==> src/rtl/mux_tree_pipe_pkg.sv <==
`default_nettype none
// ============================================================================
// Module      : mux_pkg
// Description : Shared constants, helper function and elaboration checks for
//               the pipelined multiplexer tree.
// Revision    : 1.0 - initial release
// ============================================================================

package mux_pkg;

  // Smallest legal tree: a single 2:1 level.
  localparam int MUX_MIN_INPUTS = 2;

  // Ceiling log2, usable in constant expressions. clog2(1) = 0.
  function automatic int clog2(input int n);
    int r;
    r = 0;
    for (int v = n - 1; v > 0; v = v >> 1) begin
      r = r + 1;
    end
    return r;
  endfunction

endpackage : mux_pkg

`ifndef MUX_ASSERT_POW2
`define MUX_ASSERT_POW2(N) \
  if (((N) < mux_pkg::MUX_MIN_INPUTS) || (((N) & ((N) - 1)) != 0)) begin : g_bad_num_inputs \
    $error("NUM_INPUTS must be a power of two and at least 2"); \
  end
`endif

`default_nettype wire

==> src/rtl/mux_tree_pipe_if.sv <==
`default_nettype none
// ============================================================================
// Module      : mux_tree_pipe_if
// Description : Valid/ready bundle carrying the flattened input channels and
//               select into the tree and the selected word out of it.
// Revision    : 1.0 - initial release
// ============================================================================

interface mux_tree_pipe_if
  import mux_pkg::*;
#(
  parameter int NUM_INPUTS = 256,
  parameter int DATA_WIDTH = 1
);

  localparam int SEL_WIDTH = clog2(NUM_INPUTS);

  logic [NUM_INPUTS*DATA_WIDTH-1:0] in_data;
  logic [SEL_WIDTH-1:0]             in_sel;
  logic                             in_valid;
  logic                             in_ready;
  logic [DATA_WIDTH-1:0]            out_data;
  logic                             out_valid;
  logic                             out_ready;

  // Producer/consumer side (drives inputs, accepts results).
  modport master (
    output in_data, in_sel, in_valid, out_ready,
    input  in_ready, out_data, out_valid
  );

  // Multiplexer tree side.
  modport slave (
    input  in_data, in_sel, in_valid, out_ready,
    output in_ready, out_data, out_valid
  );

endinterface : mux_tree_pipe_if

`default_nettype wire

==> src/rtl/mux_tree_stage.sv <==
`default_nettype none
// ============================================================================
// Module      : mux_tree_stage
// Description : One registered level of the multiplexer tree. Halves the word
//               count with 2:1 selects steered by the select LSB and forwards
//               the remaining select bits alongside the partial words.
// Revision    : 1.0 - initial release
// ============================================================================

module mux_tree_stage
  import mux_pkg::*;
#(
  parameter int N_IN       = MUX_MIN_INPUTS,
  parameter int DATA_WIDTH = 1,
  parameter int SEL_IN     = 1,
  parameter int SEL_OUT    = (SEL_IN > 1) ? SEL_IN - 1 : 1
) (
  input  logic                               clk,
  input  logic                               rst,
  input  logic                               i_stall,
  input  logic [N_IN*DATA_WIDTH-1:0]         i_data,
  input  logic [SEL_IN-1:0]                  i_sel,
  input  logic                               i_valid,
  output logic [(N_IN/2)*DATA_WIDTH-1:0]     o_data,
  output logic [SEL_OUT-1:0]                 o_sel,
  output logic                               o_valid
);

  localparam int c_n_out = N_IN / 2;

  logic [c_n_out*DATA_WIDTH-1:0] w_mux;
  logic [c_n_out*DATA_WIDTH-1:0] r_data;
  logic                          r_valid;
  logic                          w_advance;
  logic                          w_load;

  // Valid bits move every unstalled cycle; payload only moves with a valid
  // word so bubbles leave the previous contents untouched.
  assign w_advance = !i_stall;
  assign w_load    = w_advance && i_valid;

  // Pair (2j, 2j+1) collapses to word j; select LSB = 0 picks the even word.
  always_comb begin
    w_mux = '0;
    for (int j = 0; j < c_n_out; j++) begin
      w_mux[j*DATA_WIDTH +: DATA_WIDTH] = i_sel[0]
        ? i_data[(2*j+1)*DATA_WIDTH +: DATA_WIDTH]
        : i_data[(2*j)*DATA_WIDTH +: DATA_WIDTH];
    end
  end

  // Partial-word register, held during stalls and bubbles.
  always_ff @(posedge clk or posedge rst) begin
    if (rst) begin
      r_data <= '0;
    end else if (w_load) begin
      r_data <= w_mux;
    end
  end

  // Stage valid bit, frozen only by the global stall.
  always_ff @(posedge clk or posedge rst) begin
    if (rst) begin
      r_valid <= 1'b0;
    end else if (w_advance) begin
      r_valid <= i_valid;
    end
  end

  if (SEL_IN > 1) begin : g_sel_reg
    logic [SEL_OUT-1:0] r_sel;

    // Unconsumed select bits travel with their data.
    always_ff @(posedge clk or posedge rst) begin
      if (rst) begin
        r_sel <= '0;
      end else if (w_load) begin
        r_sel <= i_sel[SEL_IN-1:1];
      end
    end

    assign o_sel = r_sel;
  end else begin : g_sel_last
    // Final level consumes the last select bit; nothing left to forward.
    assign o_sel = '0;
  end

  assign o_data  = r_data;
  assign o_valid = r_valid;

endmodule : mux_tree_stage

`default_nettype wire

==> src/rtl/mux_tree_pipe.sv <==
`default_nettype none
// ============================================================================
// Module      : mux_tree_pipe
// Description : Pipelined N:1 multiplexer tree with valid/ready handshake and
//               global back-pressure. One registered level per select bit.
// Revision    : 1.0 - initial release
// ============================================================================

module mux_tree_pipe
  import mux_pkg::*;
#(
  parameter int NUM_INPUTS = 256,
  parameter int DATA_WIDTH = 1,
  parameter int SEL_WIDTH  = clog2(NUM_INPUTS)
) (
  input  logic             clk,
  input  logic             rst,
  mux_tree_pipe_if.slave   bus
);

  `MUX_ASSERT_POW2(NUM_INPUTS)

  if (SEL_WIDTH != clog2(NUM_INPUTS)) begin : g_bad_sel_width
    $error("SEL_WIDTH is derived from NUM_INPUTS and must not be overridden");
  end

  logic w_stall;

  // A result that cannot leave freezes the whole tree; bubbles never stall.
  assign w_stall      = bus.out_valid && !bus.out_ready;
  assign bus.in_ready = !w_stall;

  for (genvar i = 0; i < SEL_WIDTH; i++) begin : g_stage
    localparam int c_n_in    = NUM_INPUTS >> i;
    localparam int c_sel_in  = SEL_WIDTH - i;
    localparam int c_sel_out = (c_sel_in > 1) ? c_sel_in - 1 : 1;

    logic [c_n_in*DATA_WIDTH-1:0]       w_data_in;
    logic [c_sel_in-1:0]                w_sel_in;
    logic                               w_valid_in;
    logic [(c_n_in/2)*DATA_WIDTH-1:0]   w_data_out;
    logic [c_sel_out-1:0]               w_sel_out;
    logic                               w_valid_out;

    if (i == 0) begin : g_first
      assign w_data_in  = bus.in_data;
      assign w_sel_in   = bus.in_sel;
      assign w_valid_in = bus.in_valid;
    end else begin : g_next
      assign w_data_in  = g_stage[i-1].w_data_out;
      assign w_sel_in   = g_stage[i-1].w_sel_out;
      assign w_valid_in = g_stage[i-1].w_valid_out;
    end

    mux_tree_stage #(
      .N_IN       (c_n_in),
      .DATA_WIDTH (DATA_WIDTH),
      .SEL_IN     (c_sel_in),
      .SEL_OUT    (c_sel_out)
    ) u_stage (
      .clk     (clk),
      .rst     (rst),
      .i_stall (w_stall),
      .i_data  (w_data_in),
      .i_sel   (w_sel_in),
      .i_valid (w_valid_in),
      .o_data  (w_data_out),
      .o_sel   (w_sel_out),
      .o_valid (w_valid_out)
    );
  end

  assign bus.out_data  = g_stage[SEL_WIDTH-1].w_data_out;
  assign bus.out_valid = g_stage[SEL_WIDTH-1].w_valid_out;

endmodule : mux_tree_pipe

`default_nettype wire

==> src/flat_wrapper.sv <==
// flat-port wrapper written by rule: the top's interface ports become plain ports
module mux_tree_pipe_flat import mux_pkg::*;
#(
  parameter int NUM_INPUTS = 256,
  parameter int DATA_WIDTH = 1,
  parameter int SEL_WIDTH  = clog2(NUM_INPUTS)
)
  (clk, rst, bus_in_data, bus_in_sel, bus_in_valid, bus_out_ready, bus_in_ready, bus_out_data, bus_out_valid);
  mux_tree_pipe_if #(.NUM_INPUTS(NUM_INPUTS), .DATA_WIDTH(DATA_WIDTH)) bus_i ();
  input  logic clk;
  input  logic rst;
  input wire logic [$bits(bus_i.in_data)-1:0] bus_in_data;
  input wire logic [$bits(bus_i.in_sel)-1:0] bus_in_sel;
  input wire logic [$bits(bus_i.in_valid)-1:0] bus_in_valid;
  input wire logic [$bits(bus_i.out_ready)-1:0] bus_out_ready;
  output wire logic [$bits(bus_i.in_ready)-1:0] bus_in_ready;
  output wire logic [$bits(bus_i.out_data)-1:0] bus_out_data;
  output wire logic [$bits(bus_i.out_valid)-1:0] bus_out_valid;
  assign bus_i.in_data = bus_in_data;
  assign bus_i.in_sel = bus_in_sel;
  assign bus_i.in_valid = bus_in_valid;
  assign bus_i.out_ready = bus_out_ready;
  assign bus_in_ready = bus_i.in_ready;
  assign bus_out_data = bus_i.out_data;
  assign bus_out_valid = bus_i.out_valid;
  mux_tree_pipe #(.NUM_INPUTS(NUM_INPUTS), .DATA_WIDTH(DATA_WIDTH), .SEL_WIDTH(SEL_WIDTH)) u_core (.clk(clk), .rst(rst), .bus(bus_i));
endmodule
==> config.mk <==
export PLATFORM = sky130hd
export DESIGN_NAME = mux_tree_pipe_flat
export DESIGN_NICKNAME = d
export VERILOG_FILES = /design/src/rtl/mux_tree_pipe_pkg.sv /design/src/rtl/mux_tree_pipe_if.sv /design/src/rtl/mux_tree_stage.sv /design/src/rtl/mux_tree_pipe.sv /design/src/flat_wrapper.sv
export SDC_FILE = /design/constraint.sdc
export NUM_CORES = 1
export LEC_CHECK = 0
export ABC_AREA = 1
export CAP_MARGIN = 5
export CORE_ASPECT_RATIO = 0.5
export CORE_MARGIN = 1.5
export CORE_UTILIZATION = 50
export DETAILED_ROUTE_END_ITERATION = 16
export GPL_TIMING_DRIVEN = 0
export PLACE_DENSITY = 0.76
export SYNTH_ARGS = -nofsm -noshare
export SYNTH_HDL_FRONTEND = slang
export SYNTH_HIERARCHICAL = 1
export SYNTH_SLANG_ARGS = --single-unit
export TNS_END_PERCENT = 5
==> constraint.sdc <==
create_clock -name clk -period 7.1 [get_ports clk]
set_input_delay 1.42 -clock clk [delete_from_list [all_inputs] [get_ports clk]]
set_output_delay 1.42 -clock clk [all_outputs]
set_load 0.02 [all_outputs]
Word level (Yosys, flattened, before mapping)
Cells that the tools add are included.

Register bits: 291. Input port bits: 268. Output and inout port bits: 3. Logic and storage cells: 289.

Muxes and demuxes: 255. Reductions and logical operators: 11.

Operators by type and width (count): 2-to-1 mux 1 bit (255); logical AND 1 bit (9); logical NOT 1 bit (2).

Depth between registers and ports, before layout
Gate-level depths: netlist (run 1).

Depth after elaboration: 4. Gate-level depth with buffers: 9.

Modules after synthesis
The synthesis (run 1) kept the hierarchy.

By module, submodules not included: mux_tree_stage at u_core.g_stage[0].u_stage (times used 1, cells an instance 989, area an instance 6710.2 µm², sequential area each 3403.3 µm²); mux_tree_stage at u_core.g_stage[1].u_stage (times used 1, cells an instance 507, area an instance 3582.2 µm², sequential area each 1776.7 µm²); mux_tree_stage at u_core.g_stage[2].u_stage (times used 1, cells an instance 266, area an instance 1969.4 µm², sequential area each 950.9 µm²); mux_tree_stage at u_core.g_stage[3].u_stage (times used 1, cells an instance 143, area an instance 1052.3 µm², sequential area each 525.5 µm²); mux_tree_stage at u_core.g_stage[4].u_stage (times used 1, cells an instance 79, area an instance 573.0 µm², sequential area each 300.3 µm²); mux_tree_stage at u_core.g_stage[5].u_stage (times used 1, cells an instance 44, area an instance 324.1 µm², sequential area each 175.2 µm²); mux_tree_stage at u_core.g_stage[6].u_stage (times used 1, cells an instance 26, area an instance 190.2 µm², sequential area each 100.1 µm²); mux_tree_stage at u_core.g_stage[7].u_stage (times used 1, cells an instance 17, area an instance 112.6 µm², sequential area each 50.0 µm²); mux_tree_pipe (times used 1, cells an instance 4, area an instance 17.5 µm², sequential area each 0.0 µm²).

Least setup slack after synthesis (run 1)
No wires, ideal clock.

Path kind: input -> output. Start: input port bus_out_ready. End: output port bus_in_ready. Data arrival time: 1.586 ns. Required time: 5.680 ns. Path slack: 4.094 ns. Stages: 2. Path buffers: 0. Path through: inv_1 > nand2_1.

Word-level cells in the longest chain between the ends: 3.

RTL lines: start: declaration (line flat_wrapper.sv:15) `input wire logic [$bits(bus_i.out_ready)-1:0] bus_out_ready;`; logical NOT 1 bit (line mux_tree_pipe.sv:30) `assign w_stall = bus.out_valid && !bus.out_ready;`; logical AND 1 bit (line mux_tree_pipe.sv:30); logical NOT 1 bit (line mux_tree_pipe.sv:31) `assign bus.in_ready = !w_stall;`; end: declaration (line flat_wrapper.sv:16) `output wire logic [$bits(bus_i.in_ready)-1:0] bus_in_ready;`.

No other way between the ends.

Worst setup path in the final report (run 1)
Ends and elaborated chain as after synthesis.

==> results of run 1 <==
## state kept, by name, summed over array words and instances, names as in the netlist
signal,flops
u_core/g_stage.u_stage/o_data,255
u_core/g_stage.u_stage/o_sel,28
u_core/g_stage.u_stage/o_valid,8
## stage by stage
stage	hold slack, ns	util [%]	std cells
after floorplan	0.442	-	2073
after global placement	0.450	62.9	2725
after detailed placement	0.454	63.1	2727
after CTS	0.470	66.1	2772
after global routing	0.492	66.1	2772
final	0.468	66.1	2772
## final cells by class
type	instances	area [sq um]	area share [%]
inverters	34	150	0.807
repair buffers	272	2750	14.8
multi-input cells	1640	6270	33.7
plain buffers	108	825	4.43
clock buffers	37	763	4.10
well taps	382	478	2.57
clock inverters	8	92.6	0.497
flip-flops and latches	291	7280	39.1
## placed cells by master, fill, tap and decap left out
cell type        count
inv_2               14
clkinv_2             5
bufinv_16            2
inv_1               13
clkinvlp_4           1
buf_12               5
buf_6               31
nor2_2               1
dfrtp_1            291
buf_16               1
clkbuf_16           27
nand2_1           1602
clkdlybuf4s50_1    270
inv_6                2
nand2_4              4
nand2_2             33
buf_2               61
clkbuf_8             5
clkbuf_1             5
buf_4               12
inv_4                5
## power by group
part / total, mW / switching [mW] / internal [mW]
registers: 2.54 / 0.321 / 2.22
clock network: 1.43 / 0.617 / 0.817
logic: 2.05 / 1.23 / 0.819
## layer usage
layer | global-route usage (%) | part of all wire, % | up-vias
met5 | 0 | 0 | -
li1 | - | - | 6751
met4 | 4.90 | 1.4 | 0
met2 | 40.4 | 43 | 280
met3 | 3.54 | 4.9 | 40
met1 | 38.5 | 50 | 5999
## path summary, 6_finish.rpt
kind                                               startpoint                                   end  slack [ns]
setup / recovery                                bus_out_ready                          bus_in_ready        3.09
hold / removal             u_core/g_stage[0].u_stage/o_sel[5]    u_core/g_stage[1].u_stage/o_sel[4]        0.47
setup reg to reg            u_core/g_stage[7].u_stage/o_valid    u_core/g_stage[0].u_stage/o_sel[6]        5.01
hold reg to reg            u_core/g_stage[0].u_stage/o_sel[5]    u_core/g_stage[1].u_stage/o_sel[4]        0.47
max in group asynchronous                                 rst  u_core/g_stage[0].u_stage/o_data[41]        4.73
min in group asynchronous                                 rst     u_core/g_stage[7].u_stage/o_valid        1.39
## tightest hold or removal path, stage by stage, from the launching register on
cell     delay (ns)
dfrtp_1        0.34
nand2_1        0.05
nand2_1        0.04
==> impl_metrics.json, run 1 <==
{
  "setup_ws_ns": 3.09,
  "fp.dieW_um": 244,
  "holdBufCountCts": 0,
  "tightest_slew_ns": 0.839,
  "drt_pass1_iterations": 5,
  "path_max_fanout": 2,
  "routed_wl_um": 37500,
  "n_fill_cell": 2508,
  "critPathTopFamily": "buffers and inverters",
  "diodes": 0,
  "drive_gt1_share_pct": 8.74,
  "dieHeight_um": 124,
  "crit_cells": 4,
  "clk-insertion-delay-late_ns": 0.55,
  "track_usage_pct": 25.8,
  "crit_path_max_incr_delay_ns": 0.59,
  "netlist_instances": 2073,
  "status": "complete, no violations",
  "clock-root-buffer": "clkbuf_16",
  "period_minus_slack_ns": 4.01,
  "grt_pass1_vias": 12700,
  "placed_cell_area_sq_um": 17800,
  "crit_top_cell": "clkdlybuf4s50_1",
  "via_per_inst": 4.72,
  "vias": 13100,
  "cap_violations": 0,
  "startpoint_type": "input pin",
  "fin_tns_setup_ns": 0,
  "slowest_stage": "clkdlybuf4s50_1",
  "cts_tree": "built",
  "cts.path.max_buffers": 3,
  "gr-total-overflow": 0,
  "reg2regPathDepth": 9,
  "rsz0062_at_grt": "no",
  "crit_chain": "clkdlybuf4s50_1, inv_1, nand2_1, clkdlybuf4s50_1",
  "area_growth_pct": 28.2,
  "path_class": "input pin to primary output",
  "crit_arrival_ns": 2.59,
  "fin_skew_ns": 0.0231,
  "final_cell_area_sq_um": 18600,
  "synthesis.area_sq_um": 14500,
  "worstPathRequired_ns": 5.68,
  "synthesis.nets": 2341,
  "hold_path_depth": 2,
  "cts_resized": 0,
  "dpl.hpwl_um": 27800,
  "row_count": 43,
  "cts_buffers": 26,
  "peakVddDrop_mv": 0.194,
  "grt_max_degree": 82,
  "antenna_found_initial": 0,
  "design.core.area_sq_um": 28100,
  "setup_violations": 0,
  "drcViolationCount": 0,
  "floorplan.initialDensity_pct": 51.6,
  "leakage_nw": 10.5,
  "cts_setup_buffers": 0,
  "path_clk_slew_ns": 0.06,
  "cts_sinks": 291,
  "drt_iter0_drc": 823,
  "max_freq_mhz": 249,
  "min_path_type": "flip-flop to flip-flop",
  "h-tree-depth": 1,
  "portBuffers": 270,
  "post-route-period-util_pct": 56.5,
  "die_area_sq_um": 30100,
  "crit_buf_inv": 3,
  "power_density_nw_per_um2": 324,
  "nNetsFinal": 2641,
  "dp_slack_ns": 3.08,
  "ant_nets": 0,
  "yosys_warnings": 6,
  "finalMaxSlewViolations": 0,
  "syn_avg_cell_area_sq_um": 7.00,
  "grt_pass1_wl_um": 62400,
  "wl_per_cell_um": 13.5,
  "io_pins": 271,
  "hold_viol": 0,
  "end_kind": "primary output",
  "gp_congestion": 0.831,
  "finalPower_mw": 6.02,
  "slew_headroom_pct": 44.0
}
(Power assumes the default switching activity.)
==> run 2, diff against run 1 <==
--- a/config.mk
+++ b/config.mk
@@ -9,7 +9,7 @@
 export CAP_MARGIN = 5
 export CORE_ASPECT_RATIO = 0.5
 export CORE_MARGIN = 1.5
-export CORE_UTILIZATION = 50
+export CORE_UTILIZATION = 48
 export DETAILED_ROUTE_END_ITERATION = 16
 export GPL_TIMING_DRIVEN = 0
 export PLACE_DENSITY = 0.76
==> constraint.sdc (replaced) <==
create_clock -name clk -period 3.5 [get_ports clk]
set_input_delay 0.7 -clock clk [delete_from_list [all_inputs] [get_ports clk]]
set_output_delay 0.7 -clock clk [all_outputs]
set_load 0.02 [all_outputs]
==> impl_metrics.json, run 2 (synthesized netlist as in run 1, its figures left out) <==
{
  "ant_nets": 0,
  "cap_violations": 0,
  "worstHoldStart": "u_core/g_stage[0].u_stage/o_data[109]",
  "startpoint_type": "input pin",
  "design.core.area_sq_um": 29300,
  "post-route-period-util_pct": 73.9,
  "grt_max_degree": 48,
  "p_seq_share_pct": 42.3,
  "hold_viol": 0,
  "power.internal_mw": 7.78,
  "drive_gt1_share_pct": 8.94,
  "final_cell_area_sq_um": 18700,
  "max_freq_mhz": 387,
  "fin_skew_ns": 0.0138,
  "tightest_slew_ns": 0.861,
  "crit_path_start": "bus_out_ready",
  "placed_cell_area_sq_um": 17800,
  "wl_per_cell_um": 13.4,
  "cts_buffers": 26,
  "dpl.hpwl_um": 27900,
  "row_count": 44,
  "drcViolationCount": 0,
  "crit_arrival_ns": 1.88,
  "switching_power_mw": 4.37,
  "rsz0062_at_grt": "no",
  "combPwrFrac_pct": 34.2,
  "drt_pass1_iterations": 5,
  "path_max_fanout": 2,
  "mostFrequentLayoutCells": "nand2_1 (1602), dfrtp_1 (291), clkdlybuf4s50_1 (270), buf_2 (61), nand2_2 (33)",
  "min_path_type": "flip-flop to flip-flop",
  "placed_cells": 2738,
  "worstPathRequired_ns": 2.80,
  "vias": 13000,
  "switching_share_pct": 36.0,
  "layout_commonest_cell": "nand2_1",
  "cts_tree": "built",
  "clock-root-buffer": "clkbuf_16",
  "slew_headroom_pct": 42.6,
  "finalPower_mw": 12.2,
  "period_minus_slack_ns": 2.58,
  "clk-insertion-delay-late_ns": 0.54,
  "whs_ns": 0.477,
  "rr_startpoint": "u_core/g_stage[7].u_stage/o_valid",
  "largest_reg_flops": 255,
  "routed_wl_um": 37400,
  "layoutNonFillerInstCount": 2785,
  "grt_pass1_wl_um": 63000,
  "h-tree-depth": 1,
  "power_density_nw_per_um2": 651,
  "met2_usage_pct": 39.1,
  "fp.dieW_um": 249,
  "diodes": 0,
  "io_pins": 271,
  "die_area_sq_um": 31400,
  "area_growth_pct": 28.5,
  "dieHeight_um": 126,
  "leakage_nw": 10.6,
  "gr-total-overflow": 0,
  "nNetsFinal": 2643,
  "via_per_inst": 4.66,
  "path_clk_slew_ns": 0.06,
  "gp_congestion": 0.859,
  "grt_pass1_vias": 12900,
  "antenna_found_initial": 0,
  "gr-max-usage-layer": "met2",
  "cts_sinks": 291,
  "cts_setup_buffers": 0,
  "cts.path.max_buffers": 3,
  "track_usage_pct": 24.6,
  "finalMaxSlewViolations": 0,
  "p_clk_share_pct": 23.5,
  "portBuffers": 270,
  "drt_iter0_drc": 818,
  "holdBufCountCts": 0,
  "status": "complete, no violations",
  "floorplan.initialDensity_pct": 49.5,
  "end_kind": "primary output",
  "setup_violations": 0,
  "peakVddDrop_mv": 0.393,
  "cts_resized": 0,
  "use_met3_pct": 3.33,
  "use_met1_pct": 36.4,
  "path_class": "input pin to primary output"
}
[run 2: final cells by class]
class                           count  area, sq um
Fill cell                        2696        10700
Sequential cell                   291         7280
Multi-Input combinational cell   1640         6270
Timing Repair Buffer              274         2790
Clock buffer                       41          828
Buffer                            108          825
Tap cell                          391          489
Inverter                           34          149
Clock inverter                      6         30.0
[run 2: power groups by stage]
| stage | Combinational [mW] | Sequential, mW | Clock, mW |
|---|---|---|---|
| floorplan | 2.93 | 5.05 | 0 |
| global placement | 4.01 | 5.16 | 0 |
| detailed placement | 4.12 | 5.18 | 0 |
| CTS | 4.16 | 5.14 | 2.92 |
| global route | 4.74 | 5.29 | 3.07 |
| finish | 4.15 | 5.15 | 2.86 |
[run 2: layer usage]
metal	part of all wire, %	up-vias
met4	1.6	0
met5	0	-
met3	4.7	47
met2	44	283
li1	-	6752
met1	50	5898
[run 2: per-stage QoR]
| stage | util [%] | setup TNS (ns) | worst slack (ns) |
|---|---|---|---|
| after floorplan | - | 0 | 1.00 |
| after global placement | 60.4 | -97.49 | -0.600 |
| after detailed placement | 60.7 | 0 | 0.686 |
| after CTS | 63.6 | 0 | 0.914 |
| after global routing | 63.6 | 0 | 0.846 |
| final | 63.6 | 0 | 0.915 |
[run 2: final timing paths]
kind | depth (start not counted) | endpoint | slack, ns
max | 4 | bus_in_ready | 0.92
min | 2 | u_core/g_stage[0].u_stage/o_data[109] | 0.48
max reg2reg | 9 | u_core/g_stage[0].u_stage/o_data[66] | 1.40
min reg2reg | 2 | u_core/g_stage[0].u_stage/o_data[109] | 0.48
max in group asynchronous | 5 | u_core/g_stage[0].u_stage/o_data[18] | 1.51
min in group asynchronous | 2 | u_core/g_stage[7].u_stage/o_data | 0.65
[run 2: critical path, cell delays in order]
cell	delay, ns
clkdlybuf4s50_1	0.50
inv_1	0.05
nand2_1	0.05
clkdlybuf4s50_1	0.59
